[src/rtl/ex_hazard_unit.sv]
// ex_hazard_unit
//
// Purpose: hazard detection and operand forwarding for the EX stage of a classic five-stage
// MIPS-style pipeline.
//   - It tracks the destinations of the instructions in MEM and WB with small shadow registers.
//   - It selects ALU operand sources for the instruction in EX.
//   - It detects a load-use hazard against the instruction in ID and inserts one stall/bubble
//     cycle for it.
//   - It counts the stall cycles taken, saturating at 0xFFFF.
//
// Ports:
//   clk_i          sole clock, rising edge
//   rst_i          asynchronous active-high reset
//   id_valid_i     ID stage holds a real instruction
//   id_rs_i        rs field of the ID instruction
//   id_rt_i        rt field of the ID instruction
//   id_uses_rt_i   ID instruction reads rt
//   ex_RegWrite_i  RegWrite control of the EX instruction
//   ex_MemRead_i   MemRead control of the EX instruction (load)
//   ex_RegDst_i    EX destination select: 1 = rd, 0 = rt
//   ex_RS_i        rs field of the EX instruction
//   ex_RT_i        rt field of the EX instruction
//   ex_RD_i        rd field of the EX instruction
//   stall_o        hold PC and IF/ID
//   bubble_o       zero the controls entering ID/EX
//   fwdA_o         ALU operand A source: 00 regfile, 10 MEM, 01 WB
//   fwdB_o         ALU operand B source, same encoding
//   stall_cnt_o    stall cycles taken, saturating
module ex_hazard_unit (
  input  logic        clk_i,
  input  logic        rst_i,
  input  logic        id_valid_i,
  input  logic [4:0]  id_rs_i,
  input  logic [4:0]  id_rt_i,
  input  logic        id_uses_rt_i,
  input  logic        ex_RegWrite_i,
  input  logic        ex_MemRead_i,
  input  logic        ex_RegDst_i,
  input  logic [4:0]  ex_RS_i,
  input  logic [4:0]  ex_RT_i,
  input  logic [4:0]  ex_RD_i,
  output logic        stall_o,
  output logic        bubble_o,
  output logic [1:0]  fwdA_o,
  output logic [1:0]  fwdB_o,
  output logic [15:0] stall_cnt_o
);

  localparam logic [1:0]  FwdReg = 2'b00;
  localparam logic [1:0]  FwdMem = 2'b10;
  localparam logic [1:0]  FwdWb  = 2'b01;
  localparam logic [15:0] CntMax = 16'hFFFF;

  typedef enum logic {
    StRun   = 1'b0,
    StStall = 1'b1
  } stallState_e;

  // EX-stage destination decode.
  logic [4:0] exDst;
  logic       exWr;

  // Shadows of the writers now in MEM and WB.
  logic       memWrQ;
  logic       memLdQ;
  logic [4:0] memDstQ;
  logic       wbWrQ;
  logic [4:0] wbDstQ;

  stallState_e stallQ, stallD;
  logic        luh;
  logic        stallNow;
  logic [15:0] stallCntQ;

  assign exDst = ex_RegDst_i ? ex_RD_i : ex_RT_i;
  // $0 is hardwired, so a write to it is never a hazard or a forwarding source.
  assign exWr  = ex_RegWrite_i & (exDst != 5'd0);

  // The shadows advance every cycle, even during a stall: EX then holds the bubble
  // (exWr = 0), so MEM simply picks up a non-writer.
  always_ff @(posedge clk_i or posedge rst_i) begin
    if (rst_i) begin
      memWrQ  <= 1'b0;
      memLdQ  <= 1'b0;
      memDstQ <= 5'd0;
      wbWrQ   <= 1'b0;
      wbDstQ  <= 5'd0;
    end else begin
      memWrQ  <= exWr;
      memLdQ  <= ex_MemRead_i;
      memDstQ <= exDst;
      wbWrQ   <= memWrQ;
      wbDstQ  <= memDstQ;
    end
  end

  // Operand source selection.
  // - MEM wins over WB because it holds the younger value.
  // - A load in MEM has no data yet, so that case falls through to the WB check.
  always_comb begin
    fwdA_o = FwdReg;
    if (memWrQ && !memLdQ && (memDstQ == ex_RS_i)) begin
      fwdA_o = FwdMem;
    end else if (wbWrQ && (wbDstQ == ex_RS_i)) begin
      fwdA_o = FwdWb;
    end
  end

  always_comb begin
    fwdB_o = FwdReg;
    if (memWrQ && !memLdQ && (memDstQ == ex_RT_i)) begin
      fwdB_o = FwdMem;
    end else if (wbWrQ && (wbDstQ == ex_RT_i)) begin
      fwdB_o = FwdWb;
    end
  end

  // Load-use: the load in EX writes a register that the ID instruction reads.
  assign luh = id_valid_i & ex_MemRead_i & exWr &
               ((exDst == id_rs_i) | (id_uses_rt_i & (exDst == id_rt_i)));

  always_ff @(posedge clk_i or posedge rst_i) begin
    if (rst_i) begin
      stallQ <= StRun;
    end else begin
      stallQ <= stallD;
    end
  end

  // STALL always returns to RUN.
  // - The cycle after a stall, EX holds the bubble, so luh cannot be re-raised by the same
  //   load. Each hazard therefore costs exactly one cycle.
  // - Reset gates the output so that hazardous inputs seen during reset cannot stall.
  always_comb begin
    stallD   = stallQ;
    stallNow = 1'b0;
    unique case (stallQ)
      StRun: begin
        stallNow = luh & ~rst_i;
        if (luh) begin
          stallD = StStall;
        end
      end
      StStall: begin
        stallD = StRun;
      end
    endcase
  end

  assign stall_o  = stallNow;
  assign bubble_o = stallNow;

  always_ff @(posedge clk_i or posedge rst_i) begin
    if (rst_i) begin
      stallCntQ <= 16'd0;
    end else if (stallNow && (stallCntQ != CntMax)) begin
      stallCntQ <= stallCntQ + 16'd1;
    end
  end

  assign stall_cnt_o = stallCntQ;

endmodule

[config.mk]
export PLATFORM = sky130hd
export DESIGN_NAME = ex_hazard_unit
export DESIGN_NICKNAME = d
export VERILOG_FILES = /design/src/rtl/ex_hazard_unit.sv
export SDC_FILE = /design/constraint.sdc
export NUM_CORES = 1
export LEC_CHECK = 0
export ABC_AREA = 1
export BUFFER_PORTS_ARGS = -buffer_cell sky130_fd_sc_hd__buf_4
export CORE_MARGIN = 2
export CORE_UTILIZATION = 25
export DETAILED_ROUTE_END_ITERATION = 8
export SLEW_MARGIN = 20
export SYNTH_ARGS = -nofsm -noshare
export SYNTH_HDL_FRONTEND = slang
export SYNTH_SLANG_ARGS = --single-unit
[constraint.sdc]
create_clock -name clk_i -period 2.2 [get_ports clk_i]
set_input_delay 0.44 -clock clk_i [delete_from_list [all_inputs] [get_ports clk_i]]
set_output_delay 0.44 -clock clk_i [all_outputs]
set_load 0.05 [all_outputs]
Word level (Yosys, flattened, before mapping)
Cells that the tools add are included.
{"block": "classes", "add_sub_neg": 1, "mul": 0, "n_div": 0, "magnitude_cmp": 0, "eq_ne": 7, "shifts": 0, "muxes": 8, "bitwise": 9, "reduce_logical": 8}
{"operator": "5-bit equality test", "count": 6}
{"operator": "16-bit by 1-bit adder with 16-bit output (second input constant)", "count": 1}
{"operator": "16-bit != test (second input constant)", "count": 1}
{"operator": "1-bit bitwise AND", "count": 6}
{"operator": "1-bit logical AND", "count": 6}
{"operator": "5-bit two-way mux", "count": 1}
{"operator": "5-bit nonzero test", "count": 1}
{"operator": "1-bit two-way mux", "count": 4}
{"operator": "2-bit two-way mux", "count": 2}
{"operator": "1-bit NOT", "count": 2}
{"operator": "1-bit case mux with 2 select lines", "count": 1}
{"operator": "1-bit zero test", "count": 1}
{"operator": "1-bit OR", "count": 1}
{"block": "totals", "regBits": 30, "latchBits": 0, "mem_bits_rw": 0, "mem_bits_ro": 0, "input_bits": 32, "output_inout_bits": 22, "memories": 0}

Longest topological paths before layout
Gate-level depths: netlist of the first run.
{"block": "depth", "ltp_word": 8, "depth_mapped": 14}

Worst setup path after synthesis of the first run
OpenSTA, ideal clock, no wires.
{"block": "synth_path", "kind": "in2out", "startpoint": "in ex_RT_i[0]", "endpoint": "out fwdB_o[0]", "arrival_ns": 2.970, "setup_slack_ns": -1.210, "cell_stages": 6, "path_buffers": 0, "path_cell_list": "inv_1 -> nor2_1 -> nor2_1 -> o211ai_1 -> nor4_1 -> nor3_1"}
{"block": "synth_between", "elab_chain_len": 4, "elab_cells_between_ends": 6, "cone_classes": "eq/ne (2); mux (2); reduce/logical (2)"}
{"element": "start, declared", "line_no": "40", "rtl": "input logic [4:0] ex_RT_i,"}
{"element": "5-bit equality test", "line_no": "113", "rtl": "end else if (wbWrQ && (wbDstQ == ex_RT_i)) begin"}
{"element": "1-bit logical AND", "line_no": "113"}
{"element": "1-bit two-way mux", "line_no": "113"}
{"element": "2-bit two-way mux *", "line_no": "111", "rtl": "if (memWrQ && !memLdQ && (memDstQ == ex_RT_i)) begin"}
{"element": "end, declared", "line_no": "45", "rtl": "output logic [1:0] fwdB_o,"}
Mark *: on every way between the ends. The rest lies on a longest branch, timed or not.

Worst setup path after layout of the first run
{"block": "layout_path", "startpoint": "in ex_RegDst_i", "endpoint": "out bubble_o"}
{"block": "layout_between", "elab_chain_len": 7, "elab_cells_between_ends": 11, "cone_classes": "eq/ne (2); mux (2); bitwise (6); reduce/logical (1)"}
{"element": "start, declared", "line_no": "38", "rtl": "input logic ex_RegDst_i,"}
{"element": "5-bit two-way mux *", "line_no": "75", "rtl": "assign exDst = ex_RegDst_i ? ex_RD_i : ex_RT_i;"}
{"element": "net exDst[2]", "line_no": "60", "rtl": "logic [4:0] exDst;"}
{"element": "5-bit equality test or 5-bit nonzero test (tied branches)", "line_no": "120, 77"}
{"element": "1-bit bitwise AND, on equally long branches", "line_no": "120, 77"}
{"element": "1-bit OR or 1-bit bitwise AND (tied branches)", "line_no": "120, 119"}
{"element": "1-bit bitwise AND *", "line_no": "119", "rtl": "assign luh = id_valid_i & ex_MemRead_i & exWr &"}
{"element": "1-bit bitwise AND *", "line_no": "139", "rtl": "stallNow = luh & ~rst_i;"}
{"element": "1-bit two-way mux *", "line_no": "137", "rtl": "unique case (stallQ)"}
{"element": "end, declared", "line_no": "43", "rtl": "output logic bubble_o,"}
The timed path passes the listed nets; every way through them passes the cells marked *.

==> impl_metrics.tcl, run 1 <==
set metrics [dict create \
    status "finished clean" \
    area_growth_syn_to_layout_pct 32.8 \
    synth_top_family_by_area "simple AND/OR/NAND/NOR gates" \
    synth_cell_types 28 \
    period_needed_ns 2.11 \
    critPathMostFrequentCell "nand2_4" \
    syn-num-nets 308 \
    drive_gt1_share_pct 27.5 \
    port_buffers 53 \
    finalNetCount 367 \
    finalClockSkew_ns 0.00422 \
    seq_area_frac_synth_pct 38.0 \
    wire_per_inst_um 11.1 \
    critical_path.max_stage_delay_ns 0.19 \
    grt_max_degree 29 \
    powerDensity_mw_per_mm2 500 \
    stdcell_area_mm2 0.00262 \
    finalCritPeriodShare_pct 96.0 \
    clk_pin_slew_ns 0.07 \
    chipHeight_um 92.9 \
    synth_cells 275 \
    grt_setup_unrepaired "true" \
    ioPinCount 54 \
    antenna_cells 0 \
    worstPathCellList "buf_4 -> inv_6 -> nand2_4 -> nand2_4 -> nand2_1 -> nand2_1 -> nor2_1 -> nand3_2 -> nand2_4 -> nand3_4 -> clkinvlp_4 -> buf_4" \
    antenna_found_initial 0 \
    fin_cells 437 \
    synth_xor_area_share_pct 4.88 \
    die_area_mm2 0.00862 \
    met3_length_um 136 \
    hold_class "primary input to async pin" \
    synth_compound_area_share_pct 7.22 \
    cp.required_ns 1.76 \
    drt_first_iter_violations 127 \
    route.detailed.drc 0 \
    start_util_pct 25.7 \
    clock_path_buffers 2 \
    mappedNetlistArea_mm2 0.00197 \
    synth-adder-area-share_pct 0.634 \
    synth_warnings 0 \
    path_max_fanout 8 \
    worst_setup_path_end_kind "primary output" \
    vdd_drop_max_v 0.000163 \
    synth_area_per_cell_um2 7.18 \
    grt_pass1_vias 1819 \
    cts_tree "built" \
    ant_nets 0 \
    post-place-cells 429 \
    fin_util_pct 34.1 \
    worstSkewPairLatency_ns 0.28 \
    post_cts_buffers 0 \
    seqCellArea_um2 751 \
    leakagePower_nw 1.32 \
    cts_max_level 2 \
    via_count 1896 \
    drt-total-wl_um 4850 \
    multi_input_area_mm2 0.00106 \
    setup_viol 0 \
    crit_arrival_ns 1.67 \
    finalMaxSlewViolations 0 \
    synth.mux.area_fraction_pct 0 \
    synth_largest_area_cell "dfrtp_1" \
    via_per_inst 4.34 \
    ys_top_cells_by_area "dfrtp_1 (38%), nand2_1 (14%), inv_1 (7.8%)" \
    rows 32 \
    worst_pin_slew_ns 0.357 \
    max_freq_mhz 473 \
    cts_made_buffers 5 \
    dr.pass1.iters 4 \
    worstSetupPathType "primary input to primary output" \
    top_layer "met4" \
    core_mm2 0.00769 \
    met2_length_um 2410 \
    nFillCells 828 \
    dp_hpwl_um 3940 \
    overflow 0 \
    slew-limit-headroom_pct 76.0 \
    power_mw 1.31 \
    grt_pass1_wl_um 8350 \
    gp_congestion 0.903 \
    dp_slack_ns 0.0896 \
    synthSimpleGateAreaFrac_pct 38.9 \
    fin_ws_ns 0.0877 \
    start_kind "primary input" \
    cts-root-buf "clkbuf_8" \
    cts.sinks 30 \
    grt_usage_pct 12.1 \
    ys_seq_elements 30 \
    placed_area_mm2 0.00253 \
    die_w_um 92.9 \
    synthDominantCellAreaShare_pct 38.0 \
    wl_met1_um 2210 \
    maxCapViolCount 0 \
    hold_viol_final 0 \
    critPathSlowestCell "buf_4" \
]
[stage by stage]
stage          hold slack, ns  TNS, ns
6_report               0.0670        0
5_1_grt                0.0653  -0.0135
4_1_cts                0.0635        0
3_5_place_dp            0.359        0
3_3_place_gp            0.360        0
2_1_floorplan           0.354        0
[what timing repair did]
action,4_1_cts,5_1_grt
gates resized for setup,0,0
endpoints found under the setup margin,0,2
hold buffers,0,0
[worst paths after layout]
kind | end | from | cells past startpoint | slack, ns
worst max register to register | stall_cnt_o[15]$_DFFE_PP0P_ | stall_cnt_o[0]$_DFFE_PP0P_ | 12 | 0.40
worst min-delay path | stallQ$_DFF_PP0_ | rst_i | 2 | 0.07
worst min register to register | wbWrQ$_DFF_PP0_ | memWrQ$_DFF_PP0_ | 0 | 0.37
max in group asynchronous | stall_cnt_o[15]$_DFFE_PP0P_ | rst_i | 3 | 1.56
min in group clk_i | memLdQ$_DFF_PP0_ | ex_MemRead_i | 1 | 0.29
worst max-delay path | bubble_o | ex_RegDst_i | 12 | 0.09
[area by class of cell]
| type | count | area share [%] |
|---|---|---|
| multi-input combinational | 199 | 40.3 |
| clock buffer | 6 | 3.15 |
| tap | 102 | 4.87 |
| clock inverter | 2 | 0.477 |
| timing repair buffer | 56 | 16.0 |
| sequential | 30 | 28.6 |
| inverter | 42 | 6.49 |
[where the power goes]
group | internal, mW | switching (mW)
Combinational | 0.102 | 0.143
Clock | 0.251 | 0.212
Sequential | 0.574 | 0.0270
Total | 0.927 | 0.382
[worst max-delay path: cells and delay by family]
family,cells,cell delay [ns]
and+or+nand+nor,8,0.73
buffers and inverters,4,0.49
[placed cells by master, fill, tap and decap left out, drive strengths merged]
| cell | instances |
|---|---|
| o22ai | 3 |
| xnor2 | 6 |
| o211ai | 2 |
| nand3b | 5 |
| nand4 | 4 |
| buf | 56 |
| clkbuf | 6 |
| ha | 1 |
| xor2 | 5 |
| o2111ai | 1 |
| nand2 | 87 |
| nor4 | 2 |
| clkinv | 1 |
| nor2 | 33 |
| nor3 | 3 |
| inv | 40 |
| clkinvlp | 3 |
| dfrtp | 30 |
| a21oi | 5 |
| o21ai | 15 |
| nand3 | 25 |
| or2 | 2 |
[state kept, by name (all words and copies together) (netlist names)]
register     flops
wbWrQ            1
memWrQ           1
memLdQ           1
wbDstQ           5
stall_cnt_o     16
stallQ           1
memDstQ          5
[layer usage]
layer  track usage [%]  vias to the layer above
met3              1.87                        7
met1              15.2                      874
met4              4.90                        0
met2              20.6                       30
met5                 0                        -
li1                  -                      985
[logic make-up (layout without fill, tap and decap cells)]
| kind of cell | count (synthesis) | count (layout) |
|---|---|---|
| and+or+nand+nor | 161 | 161 |
| buffers and inverters | 46 | 106 |
| DFF | 30 | 30 |
| AOI/OAI and AO/OA | 26 | 26 |
| xor gates and xnor gates | 11 | 11 |
| adders and majority gates | 1 | 1 |
[synth_stat cells (all sizes together)]
cell type	number
ha	1
dfrtp	30
o211ai	2
nor2	33
nor4	2
o22ai	3
xor2	5
o2111ai	1
o21ai	15
inv	42
buf	4
xnor2	6
nand4	4
a21oi	5
nor3	3
or2	2
nand2	87
nand3	25
nand3b	5
Power figures use the tool's default switching activity.
==> run 2: changes to the inputs <==
--- a/config.mk
+++ b/config.mk
@@ -6,10 +6,11 @@
 export NUM_CORES = 1
 export LEC_CHECK = 0
 export ABC_AREA = 1
-export BUFFER_PORTS_ARGS = -buffer_cell sky130_fd_sc_hd__buf_4
 export CORE_MARGIN = 2
 export CORE_UTILIZATION = 25
 export DETAILED_ROUTE_END_ITERATION = 8
+export DONT_BUFFER_PORTS = 1
+export RECOVER_POWER = 100
 export SLEW_MARGIN = 20
 export SYNTH_ARGS = -nofsm -noshare
 export SYNTH_HDL_FRONTEND = slang
==> impl_metrics.tcl, run 2 (synthesis gave the netlist of run 1 again) <==
set metrics [dict create \
    grt_pass1_vias 1729 \
    hold_class "primary input to flop" \
    finalCritPeriodShare_pct 93.0 \
    finalClockSkew_ns 0.00263 \
    vdd_drop_max_v 0.000180 \
    via_per_inst 4.42 \
    cts.sinks 30 \
    grt_pass1_wl_um 8270 \
    worst_setup_path_end_kind "primary output" \
    leakagePower_nw 1.09 \
    cts-resized-gates 0 \
    dp_hpwl_um 3980 \
    chipHeight_um 92.9 \
    fin_util_pct 29.7 \
    clk_pin_slew_ns 0.06 \
    final_cell_mix "nand2_1 (80), inv_1 (39), dfrtp_1 (30)" \
    finalNetCount 335 \
    cts_made_buffers 5 \
    core_mm2 0.00769 \
    cts-root-buf "clkbuf_8" \
    grt_usage_pct 12.1 \
    hold_buffers 0 \
    area_growth_syn_to_layout_pct 15.5 \
    period_needed_ns 2.05 \
    ant_nets 0 \
    ioPinCount 54 \
    finalMaxSlewViolations 0 \
    powerDensity_mw_per_mm2 540 \
    setup_viol 0 \
    cts_max_level 2 \
    start_util_pct 25.7 \
    via_count 1790 \
    cp_top_family "flip-flops" \
    port_buffers 0 \
    dp_slack_ns 0.319 \
    gp_congestion 0.892 \
    largest_reg_flops 16 \
    crit_arrival_ns 1.61 \
    worst_pin_slew_ns 0.819 \
    critical_path.max_stage_delay_ns 0.45 \
    slew-limit-headroom_pct 45.4 \
    maxCapViolCount 0 \
    worstSetupPathType "flop to primary output" \
    critPathSlowestCell "dfrtp_1" \
    cp.required_ns 1.76 \
    grt_setup_unrepaired "false" \
    status "finished clean" \
    drt_first_iter_violations 128 \
    final_common_cell "nand2_1" \
    die_area_mm2 0.00862 \
    rows 32 \
    grt_max_degree 23 \
    tns_ns 0 \
    worstSkewPairLatency_ns 0.28 \
    drive_gt1_share_pct 11.9 \
    clock_path_buffers 2 \
    drt-total-wl_um 4800 \
    fin_ws_ns 0.154 \
    post_cts_buffers 0 \
    antenna_cells 0 \
    cts_tree "built" \
    die_w_um 92.9 \
    dr.pass1.iters 4 \
    overflow 0 \
    path_buf_inv 1 \
    path_max_fanout 5 \
    antenna_found_initial 0 \
    wire_per_inst_um 11.8 \
    start_kind "flop" \
    hold_viol_final 0 \
    max_freq_mhz 489 \
    route.detailed.drc 0 \
    worstPathCellList "o22ai_1 -> a21oi_1 -> o211ai_1 -> nor4_4 -> buf_4" \
]
[run 2: cell types whose count changed in the layout (fill, tap and decap cells not counted), moves of 4 or more]
cell,delta
nand2_1,+4
clkbuf_1,+18
buf_4,-53
o21ai_0,+7
o21ai_1,-7
nand2_2,-4
[run 2: area by class of cell]
class | count | area, um^2
tap | 102 | 128
inverter | 42 | 168
fill | 849 | 5410
clock inverter | 1 | 5.00
timing repair buffer | 24 | 113
multi-input combinational | 199 | 1030
clock buffer | 7 | 86.3
sequential | 30 | 751
[run 2: final timing paths]
kind	from	end	slack, ns	cells after the start
worst max register to register	stall_cnt_o[12]$_DFFE_PP0P_	stall_cnt_o[14]$_DFFE_PP0P_	0.43	8
worst max-delay path	memDstQ[0]$_DFF_PP0_	fwdA_o[1]	0.15	5
worst min-delay path	ex_MemRead_i	memLdQ$_DFF_PP0_	0.19	0
min in group asynchronous	rst_i	stall_cnt_o[0]$_DFFE_PP0P_	0.34	2
worst min register to register	memWrQ$_DFF_PP0_	wbWrQ$_DFF_PP0_	0.38	0
max in group asynchronous	rst_i	memLdQ$_DFF_PP0_	1.35	2
[run 2: per-layer routing]
metal | wire length (um) | global-route usage (%)
met1 | 1990 | 14.1
met2 | 2290 | 19.4
met3 | 345 | 3.91
met4 | 177 | 6.74
met5 | 0 | 0
[run 2: power by group]
part	total [mW]	leakage, nW	internal [mW]	switching (mW)
clock	0.447	0.0482	0.252	0.196
sequential	0.598	0.385	0.575	0.0233
combinational	0.185	0.659	0.0618	0.123
[run 2: stage by stage]
stage	total power, mW	hold slack [ns]	cell area, um^2	instances
after CTS	1.26	0.112	2390	405
after global placement	0.799	0.355	2300	397
after global routing	1.30	0.172	2280	405
after floorplan	0.761	0.354	2020	275
after detailed placement	0.806	0.370	2300	397
final	1.23	0.190	2280	405
[run 2: worst reg2reg max path: stages (launching register included)]
cell	delay, ns
dfrtp_1	0.34
clkbuf_1	0.56
nand2_1	0.13
inv_1	0.10
nand3_1	0.06
nor2_1	0.17
nand4_1	0.13
nor2_1	0.13
nor2_1	0.05
==> run 3: changes to the inputs <==
--- a/config.mk
+++ b/config.mk
@@ -7,7 +7,7 @@
 export LEC_CHECK = 0
 export ABC_AREA = 1
 export CORE_MARGIN = 2
-export CORE_UTILIZATION = 25
+export CORE_UTILIZATION = 35
 export DETAILED_ROUTE_END_ITERATION = 8
 export DONT_BUFFER_PORTS = 1
 export RECOVER_POWER = 100
==> constraint.sdc (replaced) <==
create_clock -name clk_i -period 2.62 [get_ports clk_i]
set_input_delay 0.524 -clock clk_i [delete_from_list [all_inputs] [get_ports clk_i]]
set_output_delay 0.524 -clock clk_i [all_outputs]
set_load 0.05 [all_outputs]
==> impl_metrics.tcl, run 3 (synthesis gave the netlist of run 1 again) <==
set metrics [dict create \
    grt_usage_pct 15.6 \
    placed_area_mm2 0.00223 \
    gp_congestion 0.809 \
    cp_top_family "simple AND/OR/NAND/NOR gates" \
    power_mw 1.09 \
    grt_pass1_vias 1784 \
    die_area_mm2 0.00626 \
    ant_nets 0 \
    wire_per_inst_um 12.1 \
    clock_path_buffers 2 \
    worstSetupStartpoint "wbDstQ[0]$_DFF_PP0_" \
    cp.required_ns 2.10 \
    crit_arrival_ns 1.79 \
    post_cts_buffers 0 \
    worstSetupPathType "flop to primary output" \
    antenna_cells 0 \
    finalMaxSlewViolations 0 \
    slew-limit-headroom_pct 44.6 \
    pwr-share-seq_pct 45.9 \
    antenna_found_initial 0 \
    power_frac_clock_pct 40.2 \
    drt_first_iter_violations 51 \
    worstSkewPairLatency_ns 0.27 \
    leakagePower_nw 1.11 \
    dr.pass1.iters 4 \
    r2r-start "stall_cnt_o[0]$_DFFE_PP0P_" \
    cts_made_buffers 5 \
    cts.sinks 30 \
    hold_buffers 0 \
    clk_pin_slew_ns 0.06 \
    power.switching_uw 289 \
    hold_class "primary input to flop" \
    cts_tree "built" \
    dp_slack_ns 0.447 \
    start_kind "flop" \
    worst_setup_path_end_kind "primary output" \
    die_w_um 79.1 \
    cts_max_level 2 \
    final_common_cell "nand2_1" \
    worstHoldStart "ex_MemRead_i" \
    hold_viol_final 0 \
    max_freq_mhz 433 \
    area_growth_syn_to_layout_pct 13.8 \
    critical_path.max_stage_delay_ns 0.47 \
    overflow 0 \
    grt_max_degree 33 \
    p_sw_share_pct 26.6 \
    drive_gt1_share_pct 10.3 \
    fin_util_pct 41.1 \
    finalCritPeriodShare_pct 88.1 \
    period_needed_ns 2.31 \
    cts-root-buf "clkbuf_8" \
    port_buffers 0 \
    setup_viol 0 \
    finalClockSkew_ns 0.00515 \
    drt-total-wl_um 4490 \
    via_per_inst 4.67 \
    path_buf_inv 1 \
    final_cell_mix "nand2_1 (82), inv_1 (40), nor2_1 (31)" \
    p_comb_share_pct 14.0 \
    powerDensity_mw_per_mm2 484 \
    fin_cells 372 \
    worst_pin_slew_ns 0.832 \
    start_util_pct 36.1 \
    largest_reg_flops 16 \
    ioPinCount 54 \
    post-place-cells 364 \
    grt_pass1_wl_um 7870 \
    worstPathCellList "or2_2 -> a21oi_1 -> nand4_1 -> nor2_1 -> clkbuf_1" \
    cts-resized-gates 0 \
    grt_setup_unrepaired "false" \
    tns_ns 0 \
    finalNetCount 332 \
    critPathSlowestCell "clkbuf_1" \
    stdcell_area_mm2 0.00225 \
    rows 27 \
    dp_hpwl_um 3560 \
    core_mm2 0.00547 \
    fin_ws_ns 0.311 \
    via_count 1737 \
    chipHeight_um 79.1 \
    route.detailed.drc 0 \
    hold-worst-slack_ns 0.276 \
    path_max_fanout 4 \
    maxCapViolCount 0 \
    status "finished clean" \
    vdd_drop_max_v 0.000329 \
    p_int_uw 798 \
]
-- run 3: path summary, 6_finish.rpt --
| kind | slack [ns] | cells after the start | to |
|---|---|---|---|
| max reg2reg | 0.42 | 10 | stall_cnt_o[15]$_DFFE_PP0P_ |
| min in group asynchronous | 0.32 | 2 | stall_cnt_o[1]$_DFFE_PP0P_ |
| max | 0.31 | 5 | fwdA_o[0] |
| max in group asynchronous | 2.01 | 2 | memDstQ[3]$_DFF_PP0_ |
| min | 0.28 | 0 | memLdQ$_DFF_PP0_ |
| min reg2reg | 0.38 | 0 | wbWrQ$_DFF_PP0_ |
-- run 3: area by class of cell --
class	instances	area, um^2
fillers	594	3230
multi-input cells	199	1010
flip-flops and latches	30	751
inverters	42	164
repair buffers	21	118
clock buffers	8	110
well taps	72	90.1
-- run 3: metal layers --
| metal | vias up | track usage [%] | wire length (um) |
|---|---|---|---|
| met5 | - | 0 | 0 |
| met4 | 0 | 6.55 | 83 |
| met3 | 6 | 4.32 | 247 |
| met2 | 41 | 25.0 | 2020 |
| met1 | 782 | 19.8 | 2140 |
| li1 | 908 | - | - |
-- run 3: power groups by stage --
stage                     combinational [mW]  clock [mW]  sequential (mW)
final                                  0.152       0.437            0.499
after global routing                   0.174       0.461            0.501
after floorplan                        0.118           0            0.521
after global placement                 0.163           0            0.506
after CTS                              0.163       0.448            0.499
after detailed placement               0.163           0            0.508
